`config.mk`:
```
export PLATFORM = sky130hd
export DESIGN_NAME = rom_frame_reader
export DESIGN_NICKNAME = d
export VERILOG_FILES = /design/src/rtl/rom_ctrl_pkg.sv /design/src/rtl/rom_skid_buffer.sv /design/src/rtl/rom_frame_reader.sv
export SDC_FILE = /design/constraint.sdc
export NUM_CORES = 1
export LEC_CHECK = 0
export CAP_MARGIN = 20
export CORE_AREA = 4 4 194 196
export CTS_BUF_LIST = sky130_fd_sc_hd__clkbuf_4
export DETAILED_ROUTE_END_ITERATION = 7
export DIE_AREA = 0 0 198 200
export GPL_TIMING_DRIVEN = 0
export PLACE_DENSITY = 0.43
export SETUP_SLACK_MARGIN = 0.5
export SYNTH_ARGS = -nofsm -noshare
export SYNTH_HDL_FRONTEND = slang
export SYNTH_SLANG_ARGS = --single-unit
export TNS_END_PERCENT = 30
```
`constraint.sdc`:
```
create_clock -name clk -period 4.6 [get_ports clk]
set_input_delay 1.15 -clock clk [delete_from_list [all_inputs] [get_ports clk]]
set_output_delay 1.15 -clock clk [all_outputs]
set_load 0.01 [all_outputs]
```
`src/rtl/rom_ctrl_pkg.sv`:
```
// rom_ctrl_pkg: shared types and default geometry for the ROM frame reader
package rom_ctrl_pkg;
  localparam int PIX_DW = 24;
  localparam int DEF_W = 100;
  localparam int DEF_H = 100;
  localparam int NUM_PIX = DEF_W * DEF_H;
  typedef enum logic [1:0] {IDLE, RUN, DRAIN, DONE} rd_state_t;
  typedef struct packed {
    logic [PIX_DW-1:0] data;
    logic [15:0] x;
    logic [15:0] y;
    logic sof;
    logic eol;
    logic eof;
  } pix_beat_t;
endpackage

```
`src/rtl/rom_skid_buffer.sv`:
```
// rom_skid_buffer: 2-entry FIFO of pixel beats absorbing the ROM read latency
module rom_skid_buffer
  import rom_ctrl_pkg::*;
(
  input  logic      clk,
  input  logic      rst,
  input  logic      push,
  input  logic      pop,
  input  pix_beat_t beat,
  output logic      full,
  output logic [1:0] count,
  output pix_beat_t head
);
  pix_beat_t mem [2];
  logic wr, rd;
  // storage needs no reset: head is masked to zero while empty
  always_ff @(posedge clk) begin
    if (push) mem[wr] <= beat;
  end
  // pointer and occupancy tracking; push and pop may coincide
  always_ff @(posedge clk) begin
    if (rst) begin
      wr <= 1'b0;
      rd <= 1'b0;
      count <= 2'd0;
    end else begin
      if (push) wr <= ~wr;
      if (pop) rd <= ~rd;
      count <= count + 2'(push) - 2'(pop);
    end
  end
  assign full = count == 2'd2;
  assign head = count == 2'd0 ? '0 : mem[rd];
endmodule

```
`src/rtl/rom_frame_reader.sv`:
```
// rom_frame_reader: streams one raster frame out of a 1-cycle-latency ROM
module rom_frame_reader
  import rom_ctrl_pkg::*;
#(
  parameter int ADDR_WIDTH = 16,
  parameter int DATA_WIDTH = PIX_DW,
  parameter int IMG_W = DEF_W,
  parameter int IMG_H = DEF_H
) (
  input  logic                  clk,
  input  logic                  rst,
  input  logic                  start,
  output logic                  busy,
  output logic                  done,
  output logic [31:0]           rom_addr,
  input  logic [DATA_WIDTH-1:0] rom_data,
  output logic                  rom_rd,
  output logic [DATA_WIDTH-1:0] pix_data,
  output logic                  pix_valid,
  input  logic                  pix_ready,
  output logic [15:0]           pix_x,
  output logic [15:0]           pix_y,
  output logic                  pix_sof,
  output logic                  pix_eol,
  output logic                  pix_eof
);
  localparam int LAST = IMG_W * IMG_H - 1;
  rd_state_t state, state_nx;
  logic [ADDR_WIDTH-1:0] addr;
  logic [15:0] x, y, fl_x, fl_y;
  logic inflight, go, pop, full, last_issue, fl_eol;
  logic [1:0] count;
  pix_beat_t head, beat;
  assign go = start && (state == IDLE || state == DONE);
  assign pop = pix_valid && pix_ready;
  assign rom_rd = state == RUN && (inflight ? count == {1'b0, pop} : (!full || pop));
  assign last_issue = rom_rd && addr == ADDR_WIDTH'(LAST);
  assign fl_eol = fl_x == 16'(IMG_W - 1);
  assign beat = '{data: rom_data, x: fl_x, y: fl_y, sof: fl_x == 16'd0 && fl_y == 16'd0,
                  eol: fl_eol, eof: fl_eol && fl_y == 16'(IMG_H - 1)};
  // frame sequencing: start, last issue, eof handshake, done pulse
  always_comb begin
    state_nx = state;
    if (go) state_nx = RUN;
    else if (state == RUN && last_issue) state_nx = DRAIN;
    else if (state == DRAIN && pop && head.eof) state_nx = DONE;
    else if (state == DONE) state_nx = IDLE;
  end
  // state, issue address/coordinates and the tag of the read in flight
  always_ff @(posedge clk) begin
    if (rst) begin
      state <= IDLE;
      addr <= '0;
      x <= '0;
      y <= '0;
      fl_x <= '0;
      fl_y <= '0;
      inflight <= 1'b0;
    end else begin
      state <= state_nx;
      inflight <= rom_rd;
      if (go) begin
        addr <= '0;
        x <= '0;
        y <= '0;
      end else if (rom_rd) begin
        fl_x <= x;
        fl_y <= y;
        addr <= last_issue ? '0 : addr + 1'b1;
        x <= x == 16'(IMG_W - 1) ? '0 : x + 16'd1;
        y <= x == 16'(IMG_W - 1) ? (y == 16'(IMG_H - 1) ? '0 : y + 16'd1) : y;
      end
    end
  end
  rom_skid_buffer u_buf (
    .clk(clk),
    .rst(rst),
    .push(inflight),
    .pop(pop),
    .beat(beat),
    .full(full),
    .count(count),
    .head(head)
  );
  assign busy = state == RUN || state == DRAIN;
  assign done = state == DONE;
  assign rom_addr = {{(32 - ADDR_WIDTH){1'b0}}, addr};
  assign pix_valid = count != 2'd0;
  assign pix_data = head.data;
  assign pix_x = head.x;
  assign pix_y = head.y;
  assign pix_sof = head.sof;
  assign pix_eol = head.eol;
  assign pix_eof = head.eof;
endmodule
```
Yosys cells after proc, flatten, opt, wreduce, memory -nomap -nowiden
Memory sizes are Yosys's and may differ from the RTL's. A register that Yosys moved wholly into a read port is not among the register bits.
Index checks and enable logic that the tools add are counted.
{"block": "totals", "inputBits": 28, "out_inout_bits": 95, "ramBits": 118, "n_memories": 1, "regBits": 87}
{"block": "classes", "bitwise": 3, "reduce_logical": 23, "addsub": 5, "n_eq_ne": 10, "muxes": 13}
{"memory": "u_buf.mem", "words": 2, "word_bits": 59, "read_ports": 1, "rd_ports_with_merged_regs": 1, "write_ports": 1, "line": "rom_skid_buffer.sv:14", "rtl": "pix_beat_t mem [2];"}
{"cell": "$eq 16x7->1 const B", "count": 4}
{"cell": "$mux 59", "count": 1}
{"cell": "$add 16x1->16 const B", "count": 3}
{"cell": "$mux 16", "count": 3}
{"cell": "$logic_not 16->1", "count": 2}
{"cell": "$eq 16x14->1 const B", "count": 1}
{"cell": "$logic_and 1x1->1", "count": 9}
{"cell": "$eq 2x2->1 const B", "count": 3}
{"cell": "$mux 1", "count": 6}
{"cell": "$mux 2", "count": 3}
{"cell": "$logic_not 2->1", "count": 2}
{"cell": "$reduce_and 2->1", "count": 2}
{"cell": "$reduce_bool 4->1", "count": 1}
{"cell": "$logic_or 1x1->1", "count": 3}
{"cell": "$not 1->1", "count": 3}
{"cell": "$reduce_bool 3->1", "count": 1}
{"cell": "$add 2x1->2", "count": 1}
{"cell": "$eq 2x1->1", "count": 1}
{"cell": "$eq 2x1->1 const B", "count": 1}
{"cell": "$reduce_bool 2->1", "count": 1}
{"cell": "$reduce_or 2->1", "count": 1}
{"cell": "$sub 2x1->2", "count": 1}
{"cell": "$logic_not 1->1", "count": 1}

Logic depth before layout (Yosys ltp)
Gate-level depths: netlist (run 1).
{"block": "logic_depth", "ltp_word": 9, "mapped_depth": 12}

Modules after synthesis
A second synthesis (run 1) with hierarchy kept.
{"block": "unflattened", "cells_unflattened": 755, "area_unflattened_um2": 8577.0}
{"mod": "rom_skid_buffer", "n_inst": 1, "area_each_um2": 4668.2, "cells_each": 270}
{"mod": "rom_frame_reader", "n_inst": 1, "area_each_um2": 3908.7, "cells_each": 485}

Least setup slack after synthesis (run 1)
Ideal clock, no wire load.
{"block": "synth_path", "kind": "register to register", "startpoint": "reg inflight", "endpoint": "mem u_buf.mem[0][0] (netlist name), enable pin", "stages_incl_launch_ff": 2, "setup_slack_ns": 1.037, "required_time_ns": 4.117, "setup_time_ns": 0.483, "arrival_time_ns": 3.080, "cell_sequence": "dfxtp_1 -> nor2b_1"}
{"block": "synth_between", "elab_chain_cells": 2}
{"element": "start, declared", "line": "rom_frame_reader.sv:31", "rtl": "logic inflight, go, pop, full, last_issue, fl_eol;"}
{"element": "start signal, assigned", "line": "rom_frame_reader.sv:61", "rtl": "inflight <= rom_rd;"}
{"element": "$mux 1", "line": "rom_skid_buffer.sv:18", "rtl": "if (push) mem[wr] <= beat;"}
{"element": "$mux 1 (not written as such)", "line": "rom_skid_buffer.sv:18"}
{"element": "end, declared", "line": "rom_skid_buffer.sv:14"}
No other way between the ends.

Worst setup path after layout (run 1)
{"block": "layout_path", "startpoint": "in pix_ready", "endpoint": "out rom_rd"}
{"block": "layout_between", "elab_chain_cells": 4, "elab_cells_between_ends": 5, "cone_classes": "eq/ne (1); mux (1); reduce/logical (3)"}
{"element": "start, declared", "line": "rom_frame_reader.sv:20", "rtl": "input logic pix_ready,"}
{"element": "$logic_and 1x1->1 *", "line": "rom_frame_reader.sv:35", "rtl": "assign pop = pix_valid && pix_ready;"}
{"element": "net pop", "line": "rom_frame_reader.sv:31"}
{"element": "$eq 2x1->1 / $logic_or 1x1->1 (equally long branches)", "line": "rom_frame_reader.sv:36", "rtl": "assign rom_rd = state == RUN && (inflight ? count == {1'b0, pop} : (!full || pop));"}
{"element": "$mux 1 *", "line": "rom_frame_reader.sv:36"}
{"element": "$logic_and 1x1->1 *", "line": "rom_frame_reader.sv:36"}
{"element": "end, declared", "line": "rom_frame_reader.sv:17", "rtl": "output logic rom_rd,"}
The timed path passes the listed nets; every way through them passes the cells marked *.

==> impl_results.md, run 1 <==
- FFs w/ async S/R, synth: 0%
- Initial drt markers: 256
- Final critical-path required period: 3.958 ns
- Switching Power: 0.001324 W
- Area Overhead vs Synth: 30.20%
- Die Ht: 200 um
- Slew headroom: 28.47%
- Worst Path Required: 3.45 ns
- Gr ovfl total: 0
- FF-to-FF path depth: 11
- Dpl cells: 1,347
- Post-synth cell types: 51
- Clock skew: 0.04024 ns
- Die area: 39,600 um2
- Reg power frac: 43.0%
- Via count: 6,082
- First-pass GRT wire length: 32.02 mm
- Initial antenna violation count: 2
- Setup crit end kind: primary output
- Layout Nets: 977
- Synth area leaders: edfxtp_1 42%, dfxtp_1 21%, mux2i_1 6.9%, nor2_1 4.8%, nand2_1 4.3%
- Number of enable flip-flop cells after synthesis: 118
- Setup TNS: 0 ns
- Yosys top cell by area: edfxtp_1
- Total CTS buffers: 57
- Seq cells post-synth: 206
- Total power: 0.004732 W
- Core area: 36,080 um2
- Fin cells: 1,454
- TritonCTS clock tree: done
- Clock transition at the registers of the reported paths: 0.07 ns
- Num ports: 123
- DIE WIDTH: 198 um
- PwrDens: 426.7 nW/um2
- Clk root buf: clkbuf_4
- CP arrival: 2.81 ns
- Vias/cell: 4.183
- Area share of the largest cell type after synthesis: 41.60%
- Vias in the first global route: 5,981
- Period utilization: 86.04%
- Pre-Repair DR Iteration Count: 4
- Mapped Cells: 755
- Clock H-tree levels: 2
- Post-route ant nets: 0
- Sequential share of the synthesized area: 62.29%
- Power share of the combinational group: 22.0%
- Wire length per cell: 14.24 um
- Hold Crit Class: reg -> reg
- Prevailing post-synth register cell: edfxtp_1
- Clock share of power: 35.0%
- Achievable frequency: 0.2527 GHz
- Fin. max-slew vios: 0
- WHS Path Cells: 0
- Syn avg cell area: 11.28 um2
- DPL Wire Length: 14.31 mm
- Starting Density: 23.60%
- Ys Warns: 0
- Worst Setup Start Kind: input pin
- Worst-skew pair later-pin latency: 0.68 ns
- Cell Area, Synth: 8517 um2
- Crit-path max FO: 4
- Maximum VDD drop: 0.0001877 V
- Overall routing resource usage: 10.06%
- P_int: 0.003408 W
- I/O Buffers: 106
- Final GP Congestion: 0.7498
- Net Sw Frac: 27.98%
- Rows: 70
- Final setup vio count: 0
- Hold WS: 0.4734 ns
- P_leak: 3.615 nW
- Slew @ Worst Pin: 1.056 ns
- Hold Vio Cnt, Final: 0
- Sink Count: 206
- Clock buffer depth: 3
- Count leader, synth: edfxtp_1
- Setup CP Type: in -> out
- Largest net degree at the start of global routing: 36
- RSZ-0062 raised after global routing: true
- Outcome: complete, no violations
- Layout cell share with drive strength beyond 1: 14.21%
- Max Cap Violations: 0
- Drt drc: 0
- Most frequent cells after synthesis: 118 x edfxtp_1, 110 x nor2_1, 97 x nand2_1
- Drt total wl: 20.71 mm
## worst max-delay path: stages
cell             delay (ns)
clkdlybuf4s50_1        0.43
and2_1                 0.15
clkbuf_2               0.14
ha_1                   0.33
nand2b_1               0.13
nand4_1                0.19
inv_4                  0.12
dlymetal6s2s_1         0.17
## final cells by class
| cell class | count | area [um2] |
|---|---|---|
| multi-input cells | 502 | 2982 |
| repair buffers | 112 | 1154 |
| fillers | 3793 | 25000 |
| clock buffers | 92 | 690.7 |
| flip-flops and latches | 206 | 5305 |
| well taps | 468 | 585.6 |
| inverters | 13 | 51.30 |
| clock inverters | 11 | 52.55 |
| plain buffers | 49 | 266.5 |
| diodes | 1 | 2.502 |
## cells in the final DEF (no fill, tap or decap), drive strengths merged, types with 2 or more instances in the layout
cell / instances
edfxtp: 118
clkbuf: 116
nor2: 110
clkdlybuf4s50: 105
nand2: 97
dfxtp: 88
mux2i: 59
a21oi: 52
buf: 31
xnor2: 26
nor4: 23
nand3: 16
conb: 16
nand4: 16
inv: 15
xor2: 11
nor3: 11
o21ai: 9
ha: 8
clkinv: 8
and2: 7
and4: 6
or3: 3
and3: 3
nand4b: 3
nor2b: 3
nand2b: 2
o311ai: 2
nor4b: 2
or4: 2
## final timing paths
kind                      end      startpoint  slack, ns
max                    rom_rd       pix_ready       0.64
max reg2reg             y[11]  u_buf.count[1]       1.24
min reg2reg  u_buf.mem[0][15]        fl_y[12]       0.47
min          u_buf.mem[0][15]        fl_y[12]       0.47
## routing by layer
metal  routed length [um]  global-route usage [%]  vias to the layer above  share of wire [%]
met5                   13                       0                        -              0.063
met4                  375                   3.060                        2                1.8
met3                 1273                   3.206                       43                6.1
met2                 8877                   15.14                      146                 43
met1                10170                   13.89                     2823                 49
li1                     -                       -                     3068                  -
## stage by stage
step | area (um2) | utilization [%] | worst slack (ns)
detailed placement | 10300 | 28.54 | -0.1927
finish | 11090 | 30.73 | 0.6421
floorplan | 8573 | - | 1.037
global route | 11090 | 30.73 | 0.4092
global placement | 10220 | 28.32 | -1.078
CTS | 11070 | 30.68 | 0.2353
## power groups by stage
stage	Clock (W)	Sequential, W	Combinational (W)
after detailed placement	0	0.00207	0.00106
after CTS	0.00174	0.00203	0.00107
after floorplan	0	0.00207	0.000564
after global placement	0	0.00208	0.00105
after global routing	0.00185	0.00204	0.00114
final	0.00166	0.00203	0.00104
## flip-flops by register name (all words and copies together), names as in the netlist, named ones only
register	cells
fl_y	16
u_buf.mem	118
u_buf.rd	1
y	16
addr	16
x	16
inflight	1
fl_x	16
state	2
u_buf.wr	1
u_buf.count	2
## repair_timing
item / 4_1_cts / 5_1_grt
hold buffers: 0 / 0
setup buffers: 2 / 1
gates resized for setup: 6 / 7
pin swaps: 2 / 1
endpoints found under the setup margin: 22 / 45
## cells by family (layout without fill, tap and decap cells)
logic type	Yosys count	count (layout)	synth area share, %
mux	60	60	7.066
fa+ha+maj	8	8	1.175
compound gates	70	70	4.525
other cells	1	17	0.04403
flops	206	206	62.29
xor+xnor	37	37	3.805
buf+inv	62	277	3.570
simple gates	311	311	17.53
(Power assumes the default switching activity.)
==> run 2, diff against run 1 <==
--- a/config.mk
+++ b/config.mk
@@ -5,7 +5,6 @@
 export SDC_FILE = /design/constraint.sdc
 export NUM_CORES = 1
 export LEC_CHECK = 0
-export CAP_MARGIN = 20
 export CORE_AREA = 4 4 194 196
 export CTS_BUF_LIST = sky130_fd_sc_hd__clkbuf_4
 export DETAILED_ROUTE_END_ITERATION = 7
==> run 2 against run 1 <==
  * Global-route usage about the same
  * Total power down 1.6%
  * Cell count down 0.14%
  * Design area down 0.32%
  * Non-clock buffer count up 1
  * Clock power down 5%
  * Largest cell class unchanged
  * Largest power group unchanged
  * Highest routed layer is now met4
==> impl_results.md, run 2 (synthesis results as in run 1) <==
- Maximum VDD drop: 0.0001876 V (was 0.0001877 V)
- CP arrival: 2.81 ns (about the same)
- Drt total wl: 20.71 mm (about the same)
- Wire length per cell: 14.26 um (was 14.24 um)
- Biggest register: u_buf.mem (unchanged)
- Starting Density: 23.60% (unchanged)
- Total power: 0.004656 W (was 0.004732 W)
- RSZ-0062 raised after global routing: true (unchanged)
- Max FFs per register: 118 (unchanged)
- Pre-Repair DR Iteration Count: 4 (unchanged)
- Post-route ant nets: 0 (unchanged)
- Max Cap Violations: 0 (unchanged)
- Die area: 39,600 um2 (unchanged)
- Clock transition at the registers of the reported paths: 0.06 ns (was 0.07 ns)
- Fin. max-slew vios: 0 (unchanged)
- Commonest non-fill, non-tap cell in the layout: edfxtp_1 (unchanged)
- Final critical-path required period: 3.961 ns (was 3.958 ns)
- Core area: 36,080 um2 (unchanged)
- Worst Path Required: 3.45 ns (about the same)
- Via count: 6,082 (unchanged)
- Rows: 70 (unchanged)
- TritonCTS clock tree: done (unchanged)
- Vias in the first global route: 5,960 (was 5,981)
- Setup crit end kind: primary output (unchanged)
- Worst Setup Start Kind: input pin (unchanged)
- Slew headroom: 32.30% (was 28.47%)
- Final GP Congestion: 0.7498 (unchanged)
- Clk root buf: clkbuf_4 (unchanged)
- Clock H-tree levels: 2 (unchanged)
- DPL Wire Length: 14.35 mm (was 14.31 mm)
- First-pass GRT wire length: 32.03 mm (was 32.02 mm)
- Period utilization: 86.11% (was 86.04%)
- DIE WIDTH: 198 um (unchanged)
- Worst-skew pair later-pin latency: 0.68 ns (about the same)
- Largest net degree at the start of global routing: 36 (unchanged)
- Hold Crit Class: reg -> reg (unchanged)
- Layout cell share with drive strength beyond 1: 13.73% (was 14.21%)
- Most frequent cells in the layout: 118 x edfxtp_1, 109 x nor2_1, 105 x clkdlybuf4s50_1 (unchanged)
- Gr ovfl total: 0 (unchanged)
- Area Overhead vs Synth: 29.79% (was 30.20%)
- Slew @ Worst Pin: 0.9996 ns (was 1.056 ns)
- Final setup vio count: 0 (unchanged)
- Clock buffer depth: 3 (unchanged)
- Layout Nets: 977 (unchanged)
- Vias/cell: 4.189 (was 4.183)
- Total CTS buffers: 56 (was 57)
- Overall routing resource usage: 10.05% (was 10.06%)
- Hold Vio Cnt, Final: 0 (unchanged)
- Setup CP Type: in -> out (unchanged)
- Outcome: complete, no violations (unchanged)
- Dpl cells: 1,347 (unchanged)
- I/O Buffers: 106 (unchanged)
- Crit-path max FO: 4 (unchanged)
- Drt drc: 0 (unchanged)
- Initial drt markers: 239 (was 256)
- Die Ht: 200 um (unchanged)
- Initial antenna violation count: 1 (was 2)
- Fin cells: 1,452 (was 1,454)
- Sink Count: 206 (unchanged)
- Clock skew: 0.03542 ns (was 0.04024 ns)
- PwrDens: 421.2 nW/um2 (was 426.7 nW/um2)
- Fill cells: 3,800 (was 3,793)
- Num ports: 123 (unchanged)
- P_leak: 3.602 nW (was 3.615 nW)
- Achievable frequency: 0.2525 GHz (was 0.2527 GHz)
run 2: through the flow:
step	util (%)	hold slack, ns	TNS (ns)	area, um2	setup slack [ns]
CTS	30.56	0.4561	0	11030	0.2228
floorplan	-	0.4477	0	8573	1.037
global route	30.63	0.4734	0	11050	0.4465
global placement	28.32	0.4661	-63.59	10220	-1.078
finish	30.63	0.4794	0	11050	0.6389
detailed placement	28.54	0.4773	-0.1640	10300	-0.1640
run 2: per-layer routing:
layer / routed length, um / GRT usage, %
met3: 1316 / 3.072
met2: 8888 / 15.11
met4: 449 / 3.366
met1: 10060 / 13.86
met5: 0 / 0
run 2: area by class of cell:
class	instances	area, um2	area share (%)
Clock inverter	17	77.57	0.7018
Timing Repair Buffer	113	1161	10.50
Multi-Input combinational cell	502	2982	26.97
Antenna cell	1	2.502	0.02264
Clock buffer	83	623.1	5.637
Sequential cell	206	5305	47.99
Tap cell	468	585.6	5.297
Buffer	49	266.5	2.411
Inverter	13	51.30	0.4641
run 2: worst paths after layout:
kind,startpoint,end,slack [ns],cells past startpoint
min reg2reg,fl_y[7],u_buf.mem[0][10],0.48,0
min,fl_y[7],u_buf.mem[0][10],0.48,0
max,pix_ready,rom_rd,0.64,8
max reg2reg,u_buf.count[1],y[11],1.19,11
run 2: critical path, stage by stage:
cell             delay [ns]
clkdlybuf4s50_1        0.44
and2_1                 0.15
clkbuf_2               0.14
ha_1                   0.33
nand2b_1               0.13
nand4_1                0.19
inv_4                  0.12
dlymetal6s2s_1         0.16
run 2: power breakdown:
group | switching [W] | total, W | internal [W]
logic | 0.000541 | 0.00104 | 0.000499
registers | 0.0000283 | 0.00204 | 0.00201
clock network | 0.000753 | 0.00158 | 0.000827
run 2: what timing repair did:
item | CTS | global route
endpoints found under the setup margin | 21 | 31
setup buffers | 2 | 2
gates cloned | 0 | 0
gates resized for setup | 6 | 7
pin swaps | 1 | 2
hold buffers | 0 | 0
